$ cat src/rtl/frame_mem_arbiter.sv
// rtl/frame_mem_arbiter.sv - single-port frame memory arbiter: VGA read > fill engine > host write
module frame_mem_arbiter #(
    parameter int COLS    = 64,
    parameter int ROWS    = 48,
    parameter int X_W     = 6,
    parameter int Y_W     = 6,
    parameter int ADDR_W  = 12,
    parameter int COLOR_W = 3
) (
    input  logic               clk,
    input  logic               rst,
    input  logic               rd_req,
    input  logic [X_W-1:0]     rd_x,
    input  logic [Y_W-1:0]     rd_y,
    output logic               rd_valid,
    output logic [COLOR_W-1:0] rd_data,
    input  logic               wr_valid,
    output logic               wr_ready,
    input  logic [X_W-1:0]     wr_x,
    input  logic [Y_W-1:0]     wr_y,
    input  logic [COLOR_W-1:0] wr_color,
    output logic               wr_drop,
    input  logic               fill_start,
    input  logic [COLOR_W-1:0] fill_color,
    output logic               fill_busy,
    output logic               fill_done,
    output logic [ADDR_W-1:0]  mem_addr,
    output logic               mem_we,
    output logic [COLOR_W-1:0] mem_wdata,
    input  logic [COLOR_W-1:0] mem_rdata
);

    localparam logic [ADDR_W-1:0] LAST_CELL = ADDR_W'(ROWS * COLS - 1);

    typedef enum logic {IDLE, FILL} state_t;

    state_t               state_q;
    logic [ADDR_W-1:0]    fill_cnt_q;
    logic [COLOR_W-1:0]   fill_color_q;
    logic [ADDR_W-1:0]    addr_q;
    logic                 rd_valid_q;
    logic                 rd_oob_q;
    logic [COLOR_W-1:0]   rd_hold_q;
    logic                 drop_q;

    logic                 rd_oob;
    logic                 wr_oob;
    logic                 fill_grant;
    logic [COLOR_W-1:0]   rd_data_d;

    assign rd_oob = (32'(rd_y) >= 32'(ROWS));
    assign wr_oob = (32'(wr_y) >= 32'(ROWS));

    // Grant decode; mem_addr parks on the last driven address when nothing owns the port.
    always_comb begin
        mem_we     = 1'b0;
        mem_addr   = addr_q;
        mem_wdata  = '0;
        wr_ready   = 1'b0;
        fill_done  = 1'b0;
        fill_grant = 1'b0;
        if (rst) begin
            mem_addr = '0;
        end else if (rd_req) begin
            if (!rd_oob) begin
                mem_addr = {rd_y, rd_x};
            end
        end else if (state_q == FILL) begin
            mem_we     = 1'b1;
            mem_addr   = fill_cnt_q;
            mem_wdata  = fill_color_q;
            fill_grant = 1'b1;
            fill_done  = (fill_cnt_q == LAST_CELL);
        end else begin
            wr_ready = 1'b1;
            if (wr_valid && !wr_oob) begin
                mem_we    = 1'b1;
                mem_addr  = {wr_y, wr_x};
                mem_wdata = wr_color;
            end
        end
    end

    assign rd_data_d = rd_oob_q ? '0 : mem_rdata;
    assign rd_data   = rd_valid_q ? rd_data_d : rd_hold_q;
    assign rd_valid  = rd_valid_q;
    assign wr_drop   = drop_q;
    assign fill_busy = (state_q == FILL);

    always_ff @(posedge clk) begin
        if (rst) begin
            state_q      <= IDLE;
            fill_cnt_q   <= '0;
            fill_color_q <= '0;
            addr_q       <= '0;
            rd_valid_q   <= 1'b0;
            rd_oob_q     <= 1'b0;
            rd_hold_q    <= '0;
            drop_q       <= 1'b0;
        end else begin
            addr_q     <= mem_addr;
            rd_valid_q <= rd_req;
            rd_oob_q   <= rd_oob;
            drop_q     <= wr_ready && wr_valid && wr_oob;
            if (rd_valid_q) begin
                rd_hold_q <= rd_data_d;
            end
            case (state_q)
                IDLE: begin
                    if (fill_start) begin
                        state_q      <= FILL;
                        fill_cnt_q   <= '0;
                        fill_color_q <= fill_color;
                    end
                end
                FILL: begin
                    if (fill_grant) begin
                        if (fill_done) begin
                            state_q    <= IDLE;
                            fill_cnt_q <= '0;
                        end else begin
                            fill_cnt_q <= fill_cnt_q + 1'b1;
                        end
                    end
                end
                default: state_q <= IDLE;
            endcase
        end
    end

endmodule

$ cat config.mk
export PLATFORM = sky130hd
export DESIGN_NAME = frame_mem_arbiter
export DESIGN_NICKNAME = d
export VERILOG_FILES = /design/src/rtl/frame_mem_arbiter.sv
export SDC_FILE = /design/constraint.sdc
export NUM_CORES = 1
export LEC_CHECK = 0
export ABC_AREA = 0
export CORE_UTILIZATION = 46
export DETAILED_ROUTE_END_ITERATION = 10
export PLACE_DENSITY = 0.92
export SYNTH_ARGS = -nofsm -noshare
export SYNTH_HDL_FRONTEND = slang
export SYNTH_SLANG_ARGS = --single-unit
$ cat constraint.sdc
create_clock -name clk -period 1.8 [get_ports clk]
set_input_delay 0.27 -clock clk [delete_from_list [all_inputs] [get_ports clk]]
set_output_delay 0.27 -clock clk [all_outputs]
set_load 0.02 [all_outputs]
* Yosys cells after proc, flatten, opt, wreduce, memory -nomap -nowiden
Cells that the tools add are included.
** Word-level totals
- Register bits :: 34
- Bits in latches :: 0
- RAM bits :: 0
- Memory bits (read-only) :: 0
- Input port bits :: 38
- Word-level logic and storage cells :: 53
- Memories kept :: 0
** Operators by class
- $add $sub $neg :: 1
- Multipliers :: 0
- Divide/modulo/power cells :: 0
- Order comparisons :: 2
- Equality and inequality tests :: 3
- Shift operators :: 0
- Mux-type cells :: 32
- Bitwise operators :: 1
- Reductions and logical operators :: 6
** Operator list (count)
- $mux 12 :: 8
- $pmux 12 s2 :: 1
- $mux 3 :: 6
- $mux 1 :: 16
- $add 12x1->12 const B :: 1
- $eq 12x12->1 const B :: 1
- $ge 6x6->1 const B :: 2
- $reduce_and 2->1 :: 2
- $logic_and 1x1->1 :: 3
- $ne 2x1->1 const B :: 1
- $ne 2x2->1 const B :: 1
- $pmux 1 s2 :: 1
- $logic_not 1->1 :: 1
- $not 1->1 :: 1

* Depth between registers and ports, before layout
Gate-level depths: netlist (run 1).
- Word-level depth :: 7
- Depth in mapped cells :: 6
- Depth with buffers taken out :: 5

* Worst setup path after synthesis (run 1)
No wires, ideal clock.
- Kind :: reg2out
- From :: reg state_q, in the netlist fill_busy
- To :: out mem_addr[11]
- Data arrival time :: 1.399 ns
- Data required time :: 1.530 ns
- Path slack :: 0.131 ns
- Stages on the path, launching flop included :: 5
- Cells stage by stage :: dfxtp_1 -> buf_4 -> buf_1 -> mux2i_1 -> o22ai_1
** Between the ends
- Longest elaborated chain between the ends :: 3
** Ends and longest elaborated chain
- start, declared :: line 37 : state_t state_q;
- start signal, assigned :: line 92 : state_q <= IDLE;
- start signal, assigned :: line 111 : state_q <= FILL;
- start signal, assigned :: line 119 : state_q <= IDLE;
- $mux 12 :: line 68 : end else if (state_q == FILL) begin
- $mux 12 :: line 64 : end else if (rd_req) begin
- $mux 12 :: line 62 : if (rst) begin
- end, declared :: line 27 : output logic [ADDR_W-1:0] mem_addr,
No other way between the ends.

* Final worst setup path (run 1)
- From :: in wr_y[5]
- To :: out mem_addr[5]
** Between the ends
- Longest elaborated chain between the ends :: 7
** Ends and longest elaborated chain
- start, declared :: line 20 : input logic [Y_W-1:0] wr_y,
- $ge 6x6->1 :: line 52 : assign wr_oob = (32'(wr_y) >= 32'(ROWS));
- $logic_not 1->1 :: line 76 : if (wr_valid && !wr_oob) begin
- $logic_and 1x1->1 :: line 76
- $mux 12 :: line 76
- $mux 12 :: line 68
- $mux 12 :: line 64
- $mux 12 :: line 62
No other way between the ends.

==> results.md, run 1 <==
* Fmax at 0.5569 GHz
* Combinational power share at 0.270
* # setup viols final at 0
* Power Density at 663.3 nW/um^2
* Leakage power at 1.349 nW
* Die ar. at 4432 sq um
* Dpl ws at -0.7724 ns
* Max Cap Viol at 0
* Syn avg cell area at 8.232 sq um
* Final Max Tran Viols at 0
* CTS tree: yes
* Initial antenna violation count at 0
* Syn_nets at 272
* Destination of the worst hold path: wr_drop
* Hold Violations, Final at 0
* Fin Clk Skew at 0.008800 ns
* Crit Reg-Reg Startpoint: fill_busy
* R2R Path End: fill_cnt_q[5]
* Clk_lat worst skew at 0.30 ns
* # diodes at 0
* Post-CTS Hold Fix Bufs at 0
* Post-synthesis sequential area ratio at 0.3549
* Worst Hold Slack at 0.2396 ns
* Post-DR wirelength/cell at 17.06 um
* Initial Utilization at 0.4795
* Final HPWL DP at 4003 um
* FP Rows at 23
* Nets at 377
* Largest net degree at the start of global routing at 22
* GRT Overall Usage at 0.3158
* Worst VDD drop at 0.4517 mV
* Clk pin slew, worst setup/hold paths at 0.07 ns
* Crit Path Max Fanout at 5
* Total Routed Length at 6636 um
* CP Class: in -> out
* CP endpoint kind: output port
* Startpoint types: input port
* Yosys cell types at 34
* Width of the die at 66.58 um
* DR pass1 iterations at 5
* Boundary Pins at 62
* Register-to-register setup slack at 0.07 ns
* Via count at 2,200
* Critical path required time at 1.53 ns
* Die height at 66.58 um
* Proportion of layout cells with a drive suffix above 1 at 0.3009
* Worst Max-Slew Pin Slew at 0.4947 ns
* Power, Total at 2.078 mW
* Clock Root Buffer: clkbuf_8
* Share of power burned in registers at 0.391
* Final Critical Period at 1.796 ns
* Gpl congestion at 0.8435
* Vias in the first global route at 2,269
* Mapped cell area at 1918 sq um
* Post-Synthesis Cells at 233
* Core area at 4000 sq um
* Switching power share of the total at 0.2783
* GR Overflow Total at 0
* Final ANT Viol Nets at 0
* Clock network power share at 0.340
* IO Port Bufs at 61
* Internal Power at 1.500 mW
* Synthesis-stage register bit count at 34
* Drc violations at 0
* H-tree lvl count at 2
* Synth warn at 0
* Worst-case clock buffer depth at 2
* Layout area overhead at 63.34%
* Switch Pwr at 578.4 uW
* Hold Path Class: in -> reg
* Vias per cell at 5.656
* Fin crit share at 0.9975
* Rel. slew slack at 0.6702
* CTS sink cnt at 34
* Cell depth of the worst flop-to-flop path at 6
* CTS Buf Count at 5
* Critical Path AT at 1.53 ns
* Min-delay src: wr_valid
* Outcome: finished clean
* First-pass GRT wire length at 10,270 um
* Final WS setup at 0.004427 ns
* Fillers at 265
* Min-Delay Path Depth at 2
* DR iter-0 viols at 97
## power groups by stage
stage | combinational, mW | sequential (mW) | clock, mW
after floorplan | 0.238 | 0.822 | 0
after global placement | 0.465 | 0.820 | 0
after detailed placement | 0.476 | 0.822 | 0
after CTS | 0.515 | 0.807 | 0.706
after global routing | 0.594 | 0.814 | 0.735
final | 0.560 | 0.812 | 0.706
## worst max-delay path, stage by stage
cell and delay, ns:
buf_6 0.10, a21boi_4 0.28, buf_12 0.18, mux2i_4 0.26
o21ai_2 0.09, o21a_1 0.21, buf_6 0.13
## flip-flops by register name, indices dropped and copies added, names as in the netlist
| name | cells |
|---|---|
| wr_drop | 1 |
| rd_valid | 1 |
| fill_cnt_q | 12 |
| addr_q | 12 |
| fill_color_q | 3 |
| rd_oob_q | 1 |
| fill_busy | 1 |
| rd_hold_q | 3 |
## how the worst max path moves through the flow
| stage | from | cells after the start | end |
|---|---|---|---|
| floorplan | fill_busy | 4 | mem_addr[11] |
| global placement | wr_valid | 7 | mem_addr[4] |
| detailed placement | wr_valid | 7 | mem_addr[0] |
| CTS | wr_y[4] | 8 | mem_addr[1] |
| global route | wr_y[5] | 7 | mem_addr[10] |
| finish | wr_y[5] | 7 | mem_addr[5] |
## layer usage
metal / GRT usage / up-vias / routed length, um
met5: 0 / - / 0
met4: 0.2101 / 0 / 383
met3: 0.08733 / 36 / 399
met2: 0.5657 / 109 / 3320
met1: 0.3138 / 1024 / 2534
li1: - / 1031 / -
## cells in the final DEF (no fill, tap or decap), types with 11 or more instances in the layout
cell type and count:
buf_4 46, clkdlybuf4s50_1 32, dfxtp_1 31, nand2_1 25, a21oi_1 22, o21a_1 20
mux2i_1 16, o21ai_0 11, nor2_1 11, buf_6 11
## cells by family after synthesis
group	Yosys count	share of synthesized area
flops	34	0.3549
mux	24	0.1265
xor+xnor	5	0.02283
simple gates	69	0.1872
fa+ha+maj	1	0.006522
buf+inv	22	0.04958
compound gates	78	0.2524
## repair_timing
| item | 4_1_cts | 5_1_grt |
|---|---|---|
| buffers inserted | 9 | 4 |
| cloned | 1 | 0 |
| resized for setup | 102 | 35 |
| pin swaps | 6 | 11 |
| endpoints found under the setup margin | 23 | 22 |
## cell type report
| cell class | count | area (sq um) | area share |
|---|---|---|---|
| multi-input combinational | 177 | 1247 | 0.3982 |
| timing repair buffer | 113 | 1006 | 0.3211 |
| sequential | 34 | 684.4 | 0.2185 |
| clock buffer | 7 | 76.32 | 0.02436 |
| tap | 50 | 62.56 | 0.01997 |
| clock inverter | 1 | 30.03 | 0.009585 |
| inverter | 7 | 26.28 | 0.008387 |
## through the flow
stage	area, sq um	TNS (ns)	cells	utilization
after floorplan	1918	0	233	-
after global placement	2848	-12.08	369	0.7119
after detailed placement	2848	-13.13	369	0.7119
after CTS	3035	0	387	0.7588
after global routing	3133	-0.02776	389	0.7832
final	3133	0	389	0.7832
## synth_stat cells (all sizes together)
master | number | area (sq um)
mux2i | 22 | 220.2
nand3b | 4 | 30.03
dfxtp | 34 | 680.7
nand2b | 3 | 18.77
nor2 | 11 | 41.29
nand4 | 1 | 6.260
and4 | 1 | 8.760
o211ai | 3 | 22.52
mux2 | 2 | 22.52
and2 | 2 | 12.51
nor2b | 7 | 43.79
or2 | 1 | 6.260
buf | 7 | 38.78
ha | 1 | 12.51
inv | 7 | 26.28
o21a | 20 | 150.1
nand3 | 3 | 15.01
or3 | 5 | 31.28
xor2 | 5 | 43.79
a21boi | 1 | 11.26
nor3b | 1 | 18.77
or4 | 1 | 7.510
clkbuf | 8 | 30.03
o21ai | 24 | 131.4
o31ai | 1 | 7.510
nand2 | 26 | 97.59
a21oi | 22 | 110.1
and3b | 1 | 8.760
o2111ai | 3 | 26.28
and3 | 2 | 12.51
o22ai | 4 | 25.02
No activity file was read; power rests on OpenSTA's default activity.
==> run 2, diff against run 1 <==
- GPL_ROUTABILITY_DRIVEN: not set -> 1
==> results of run 2 <==
No change in the layout: final DEF, timing and power equal those of run 1.
